<file path="src/rtl/pulse_seq_arbiter_pkg.sv">
// Shared encodings for the pulse sequencer arbiter: the sequencer state values it observes
// and its own FSM state type.
package pulse_seq_arbiter_pkg;

  localparam logic [1:0] SEQ_ST_INIT          = 2'd0;
  localparam logic [1:0] SEQ_ST_WAITING_TIMER = 2'd1;

  typedef enum logic [1:0] {
    ST_IDLE   = 2'd0,
    ST_LAUNCH = 2'd1,
    ST_BUSY   = 2'd2,
    ST_DONE   = 2'd3
  } arb_state_e;

endpackage

</file>
<file path="src/rtl/pulse_seq_arbiter_rr_priority_pick.sv">
// Round-robin pick: finds the first set request bit scanning upward from ptr+1, wrapping
// modulo N_REQ, and returns it both one-hot and as an index.
module rr_priority_pick #(
  parameter int N_REQ      = 4,
  parameter int LOG2_N_REQ = 2
) (
  input  logic [N_REQ-1:0]      i_req,
  input  logic [LOG2_N_REQ-1:0] i_ptr,
  output logic                  o_any,
  output logic [N_REQ-1:0]      o_grant,
  output logic [LOG2_N_REQ-1:0] o_idx
);

  logic [LOG2_N_REQ-1:0] cand;

  // Scan from the farthest candidate to the nearest so the nearest set bit overwrites last.
  always_comb begin
    o_any   = 1'b0;
    o_grant = '0;
    o_idx   = '0;
    cand    = '0;
    for (int k = N_REQ; k >= 1; k--) begin
      cand = LOG2_N_REQ'((int'(i_ptr) + k) % N_REQ);
      if (i_req[cand]) begin
        o_any       = 1'b1;
        o_grant     = '0;
        o_grant[cand] = 1'b1;
        o_idx       = cand;
      end
    end
  end

endmodule

</file>
<file path="src/rtl/pulse_seq_arbiter.sv">
// Round-robin arbiter that hands one shared pulse sequencer to one requester at a time,
// latching that requester's step profile and guarding the run with a watchdog.
module pulse_seq_arbiter
  import pulse_seq_arbiter_pkg::*;
#(
  parameter int N_REQ      = 4,
  parameter int LOG2_N_REQ = 2,
  parameter int N_STEPS    = 5,
  parameter int NB_TIMER   = 4,
  parameter int NB_STATE   = 2,
  parameter int NB_WDOG    = 8
) (
  input  logic                              i_clock,
  input  logic                              i_reset,
  input  logic                              i_valid,
  input  logic [N_REQ-1:0]                  i_req_bus,
  input  logic [N_REQ*N_STEPS*NB_TIMER-1:0] i_limit_table,
  input  logic [NB_WDOG-1:0]                i_wdog_limit,
  input  logic [NB_STATE-1:0]               i_seq_state,
  output logic                              o_seq_trigger,
  output logic                              o_seq_reset,
  output logic [N_STEPS*NB_TIMER-1:0]       o_seq_limit_bus,
  output logic [N_REQ-1:0]                  o_grant_bus,
  output logic [N_REQ-1:0]                  o_done_bus,
  output logic                              o_error
);

  localparam int NB_PROF = N_STEPS * NB_TIMER;

  arb_state_e            state_q, state_d;
  logic [LOG2_N_REQ-1:0] ptr_q, ptr_d;
  logic [N_REQ-1:0]      grant_q, grant_d;
  logic [NB_PROF-1:0]    prof_q, prof_d;
  logic [NB_WDOG-1:0]    wdog_q, wdog_d;

  logic                  pick_any;
  logic [N_REQ-1:0]      pick_grant;
  logic [LOG2_N_REQ-1:0] pick_idx;
  logic [NB_PROF-1:0]    prof_raw;
  logic [NB_PROF-1:0]    prof_clamped;
  logic                  seq_idle;
  logic                  wdog_expire;

  rr_priority_pick #(
    .N_REQ      (N_REQ),
    .LOG2_N_REQ (LOG2_N_REQ)
  ) u_pick (
    .i_req   (i_req_bus),
    .i_ptr   (ptr_q),
    .o_any   (pick_any),
    .o_grant (pick_grant),
    .o_idx   (pick_idx)
  );

  assign prof_raw = i_limit_table[int'(pick_idx)*NB_PROF +: NB_PROF];

  // A zero limit would make the sequencer count limit-1 and wrap to a full-scale step.
  for (genvar gi = 0; gi < N_STEPS; gi++) begin : g_clamp
    assign prof_clamped[gi*NB_TIMER +: NB_TIMER] =
      (prof_raw[gi*NB_TIMER +: NB_TIMER] == '0) ? NB_TIMER'(1) : prof_raw[gi*NB_TIMER +: NB_TIMER];
  end

  assign seq_idle    = (i_seq_state == NB_STATE'(SEQ_ST_INIT));
  // Completion wins over expiry when both land in the same cycle.
  assign wdog_expire = (state_q == ST_BUSY) && !seq_idle && (i_wdog_limit != '0) &&
                       (({1'b0, wdog_q} + (NB_WDOG+1)'(1)) >= {1'b0, i_wdog_limit});

  always_comb begin
    state_d = state_q;
    ptr_d   = ptr_q;
    grant_d = grant_q;
    prof_d  = prof_q;
    wdog_d  = wdog_q;
    if (i_valid) begin
      case (state_q)
        ST_IDLE: begin
          if (pick_any) begin
            prof_d  = prof_clamped;
            grant_d = pick_grant;
            ptr_d   = pick_idx;
            wdog_d  = '0;
            state_d = ST_LAUNCH;
          end
        end
        ST_LAUNCH: state_d = ST_BUSY;
        ST_BUSY: begin
          if (seq_idle || wdog_expire) begin
            state_d = ST_DONE;
          end else if (wdog_q != '1) begin
            wdog_d = wdog_q + NB_WDOG'(1);
          end
        end
        ST_DONE: begin
          grant_d = '0;
          wdog_d  = '0;
          state_d = ST_IDLE;
        end
        default: state_d = ST_IDLE;
      endcase
    end
  end

  always_ff @(posedge i_clock) begin
    if (i_reset) begin
      state_q <= ST_IDLE;
      ptr_q   <= LOG2_N_REQ'(N_REQ - 1);
      grant_q <= '0;
      prof_q  <= '0;
      wdog_q  <= '0;
    end else begin
      state_q <= state_d;
      ptr_q   <= ptr_d;
      grant_q <= grant_d;
      prof_q  <= prof_d;
      wdog_q  <= wdog_d;
    end
  end

  assign o_seq_trigger   = (state_q == ST_LAUNCH);
  assign o_seq_reset     = wdog_expire;
  assign o_error         = wdog_expire;
  assign o_seq_limit_bus = prof_q;
  assign o_grant_bus     = grant_q;
  assign o_done_bus      = (state_q == ST_DONE) ? grant_q : '0;

endmodule

</file>
<file path="config.mk">
export PLATFORM = sky130hd
export DESIGN_NAME = pulse_seq_arbiter
export DESIGN_NICKNAME = d
export VERILOG_FILES = /design/src/rtl/pulse_seq_arbiter_pkg.sv /design/src/rtl/pulse_seq_arbiter_rr_priority_pick.sv /design/src/rtl/pulse_seq_arbiter.sv
export SDC_FILE = /design/constraint.sdc
export NUM_CORES = 1
export LEC_CHECK = 0
export ABC_AREA = 0
export CAP_MARGIN = 20
export CORE_MARGIN = 1.5
export CORE_UTILIZATION = 30
export DETAILED_ROUTE_END_ITERATION = 12
export PLACE_DENSITY = 0.57
export SLEW_MARGIN = 20
export SYNTH_ARGS = -nofsm -noshare
export SYNTH_HDL_FRONTEND = slang
export SYNTH_SLANG_ARGS = --single-unit
</file>
<file path="constraint.sdc">
create_clock -name i_clock -period 3.35 [get_ports i_clock]
set_input_delay 0.67 -clock i_clock [delete_from_list [all_inputs] [get_ports i_clock]]
set_output_delay 0.67 -clock i_clock [all_outputs]
set_load 0.01 [all_outputs]
</file>
==> impl_metrics.json <==
{
  "rsz0062_at_grt": "false",
  "num_antenna_cells": 0,
  "syn-num-nets": 534,
  "grt_usage_pct": 20.6,
  "grt_pass1_vias": 3708,
  "reg2reg_depth": 10,
  "hold_viol_final": 0,
  "avgSynthCellArea_sq_um": 7.57,
  "clock.fmax_ghz": 0.308,
  "cp_max_fo": 2,
  "die_x_microns": 105,
  "core_area_sq_mm": 0.0102,
  "die_h_microns": 105,
  "clk_latency_ps": 290,
  "synthCells": 415,
  "cts.path.max_buffers": 2,
  "rows": 37,
  "critPathKind": "input port to primary output",
  "ys_ff_latch": 36,
  "gp_congestion": 0.877,
  "clock_skew_ps": 9.52,
  "synthFlopType": "dfxtp_1",
  "post-place-cells": 675,
  "wl_per_cell_microns": 16.7,
  "slowest_stage": "clkdlybuf4s50_1",
  "syn_to_final_growth_pct": 52.7,
  "numCtsBuffers": 5,
  "synth_area_sq_mm": 0.00314,
  "clkSinkCount": 36,
  "crit_family": "compound AO/OA/AOI/OAI gates",
  "critPathArrivalTime_ps": 2580,
  "slew_violations": 0,
  "synth_warnings": 0,
  "r2r_setup_slack_ps": 510,
  "avgViaCountPerCell": 5.38,
  "cts.clk_slew.worst_paths_ps": 80,
  "power_density_mw_per_mm2": 363,
  "cp.required_ps": 2680,
  "crit_path_start_kind": "input port",
  "grt_pass1_wl_microns": 18200,
  "p_leak_nw": 1.86,
  "status": "finished, final reports clean",
  "grt_max_degree": 41,
  "h-tree-depth": 2,
  "cp_num_cells": 9,
  "endpoint_kind": "primary output",
  "numPortBuffers": 127,
  "drtAntennaViolNets": 0,
  "antenna_found_initial": 1,
  "worstMarginPinSlew_ps": 584,
  "ys_types": 52,
  "ios": 128,
  "min_period_over_period_pct": 97.0,
  "vias": 3672,
  "drt_first_pass_iters": 5,
  "postCtsHoldBufs": 0,
  "cts_tree": "built",
  "place_ws_ps": -430,
  "vdd_ir_drop_max_uv": 183,
  "synth_edf_count": 0,
  "wirelength_microns": 11400,
  "period_minus_slack_ps": 3250,
  "yosysSeqAreaShare_pct": 22.9,
  "dp_hpwl_microns": 8860,
  "fin_nets": 665,
  "cts_root_buf": "clkbuf_8",
  "hold_depth": 2,
  "worstPathCellList": "clkdlybuf4s50_1 -> inv_1 -> ha_4 -> a21o_1 -> a21o_1 -> a2111oi_4 -> o21a_1 -> nor2_1 -> buf_2",
  "synthArstFlopShare_pct": 0,
  "crit_buf_inv": 3,
  "slew_headroom_pct": 61.0,
  "worst_path_most_repeated_cell": "a21o_1",
  "drc": 0,
  "grt-ovfl-total": 0,
  "start_util_pct": 30.7,
  "final-setup-viol-count": 0,
  "hp-class": "flip-flop to flip-flop",
  "die-area_sq_mm": 0.0111,
  "cap_violations": 0,
  "drive_gt1_share_pct": 10.4,
  "final-instance-count-excl-fill": 683,
  "crit_path_max_incr_delay_ps": 490,
  "layout_setup_ws_ps": 99.4,
  "first_iter_violations": 215
}
-- state kept, by name (all words and copies together), names as in the netlist --
register,count
o_seq_limit_bus,20
wdog_q,8
o_grant_bus,4
ptr_q,2
state_q,2
-- worst min-delay path: cells and delay by family, from the launching register on --
kind / cells / cell delay [ps]
simple gates: 1 / 50
compound gates: 1 / 50
flops: 1 / 310
-- final timing paths --
kind,end,startpoint
worst min register to register,o_seq_limit_bus[13],o_seq_limit_bus[13]
worst min-delay path,o_seq_limit_bus[13],o_seq_limit_bus[13]
worst max register to register,wdog_q[1],wdog_q[2]
worst max-delay path,o_error,i_wdog_limit[4]
-- kinds of logic after synthesis --
group / count (synthesis) / share of synthesized area (%)
muxes: 7 / 3.19
adders and majority gates: 22 / 8.76
and+or+nand+nor: 161 / 26.8
xor gates and xnor gates: 6 / 1.67
AOI/OAI and AO/OA: 130 / 29.3
buffers and inverters: 53 / 7.37
DFF: 36 / 22.9
-- routing by layer --
layer  track usage [%]  vias up  share of wire, %
met1              25.4     1695                44
met3              6.06       14               7.8
met2              34.6      137                47
met5                 0        -                 0
met4              6.07        0               1.6
li1                  -     1826                 -
-- synth_stat cells (4+ instances only) --
cell type	n	area share [%]
nand3_1	64	10
dfxtp_1	36	23
nand2_1	31	3.7
o21ai_0	28	4.5
clkbuf_1	24	2.9
a21oi_1	22	3.5
ha_1	22	8.8
a211oi_1	21	5.0
inv_1	21	2.5
and3_1	18	3.6
nor2_1	13	1.6
nor2b_1	9	1.8
a221oi_1	8	2.2
or3_1	7	1.4
o31ai_1	6	1.4
o211ai_1	5	1.2
o32ai_1	5	1.4
xnor2_1	5	1.4
a21o_1	4	0.96
a222oi_1	4	1.3
a22oi_1	4	0.96
and2_1	4	0.80
mux2i_1	4	1.3
nand3_2	4	1.3
o221a_1	4	1.4
-- cell type report --
cell class	count	area (sq um)
multi-input combinational	326	2230
timing repair buffer	156	1500
tap	136	170
sequential	36	722
clock inverter	3	18.8
fill	998	5440
inverter	21	78.8
clock buffer	5	68.8
-- cells in the final DEF (no fill, tap or decap), types with 4 or more instances in the layout --
| cell type | instances |
|---|---|
| clkdlybuf4s50_1 | 125 |
| nand3_1 | 64 |
| dfxtp_1 | 35 |
| nand2_1 | 31 |
| o21ai_0 | 28 |
| buf_4 | 27 |
| a21oi_1 | 22 |
| inv_1 | 21 |
| a211oi_1 | 21 |
| ha_1 | 21 |
| and3_1 | 18 |
| nor2_1 | 13 |
| nor2b_1 | 9 |
| a221oi_1 | 8 |
| or3_1 | 7 |
| o31ai_1 | 6 |
| o32ai_1 | 5 |
| o211ai_1 | 5 |
| clkbuf_8 | 5 |
| xnor2_1 | 4 |
| and2_1 | 4 |
| a21o_1 | 4 |
| mux2i_1 | 4 |
| a22oi_1 | 4 |
| nand3_2 | 4 |
| a222oi_1 | 4 |
| o221a_1 | 4 |
-- power breakdown --
part           leakage [nW]  switching (mW)  internal [mW]  total [mW]
Combinational          1.52           0.488          0.424       0.911
Clock                0.0479           0.174          0.145       0.319
Sequential            0.295          0.0333          0.476       0.509
Total                  1.86           0.695           1.04        1.74
-- metrics by stage --
stage / TNS, ps / instance area, sq um / utilization, % / power (mW) / hold slack (ps)
global placement: -764 / 4680 / 45.7 / 1.42 / 443
finish: 0 / 4800 / 46.9 / 1.74 / 462
floorplan: 0 / 3140 / - / 1.03 / 458
CTS: 0 / 4770 / 46.7 / 1.75 / 463
detailed placement: -895 / 4680 / 45.7 / 1.43 / 451
global route: 0 / 4800 / 46.9 / 1.86 / 494
-- timing repair --
action | 4_1_cts | 5_1_grt
hold endpoints to repair | 0 | 0
setup buffers | 0 | 0
gates resized for setup | 11 | 3
pin swaps | 0 | 1
setup endpoints to repair | 2 | 2
(Power assumes the default switching activity.)
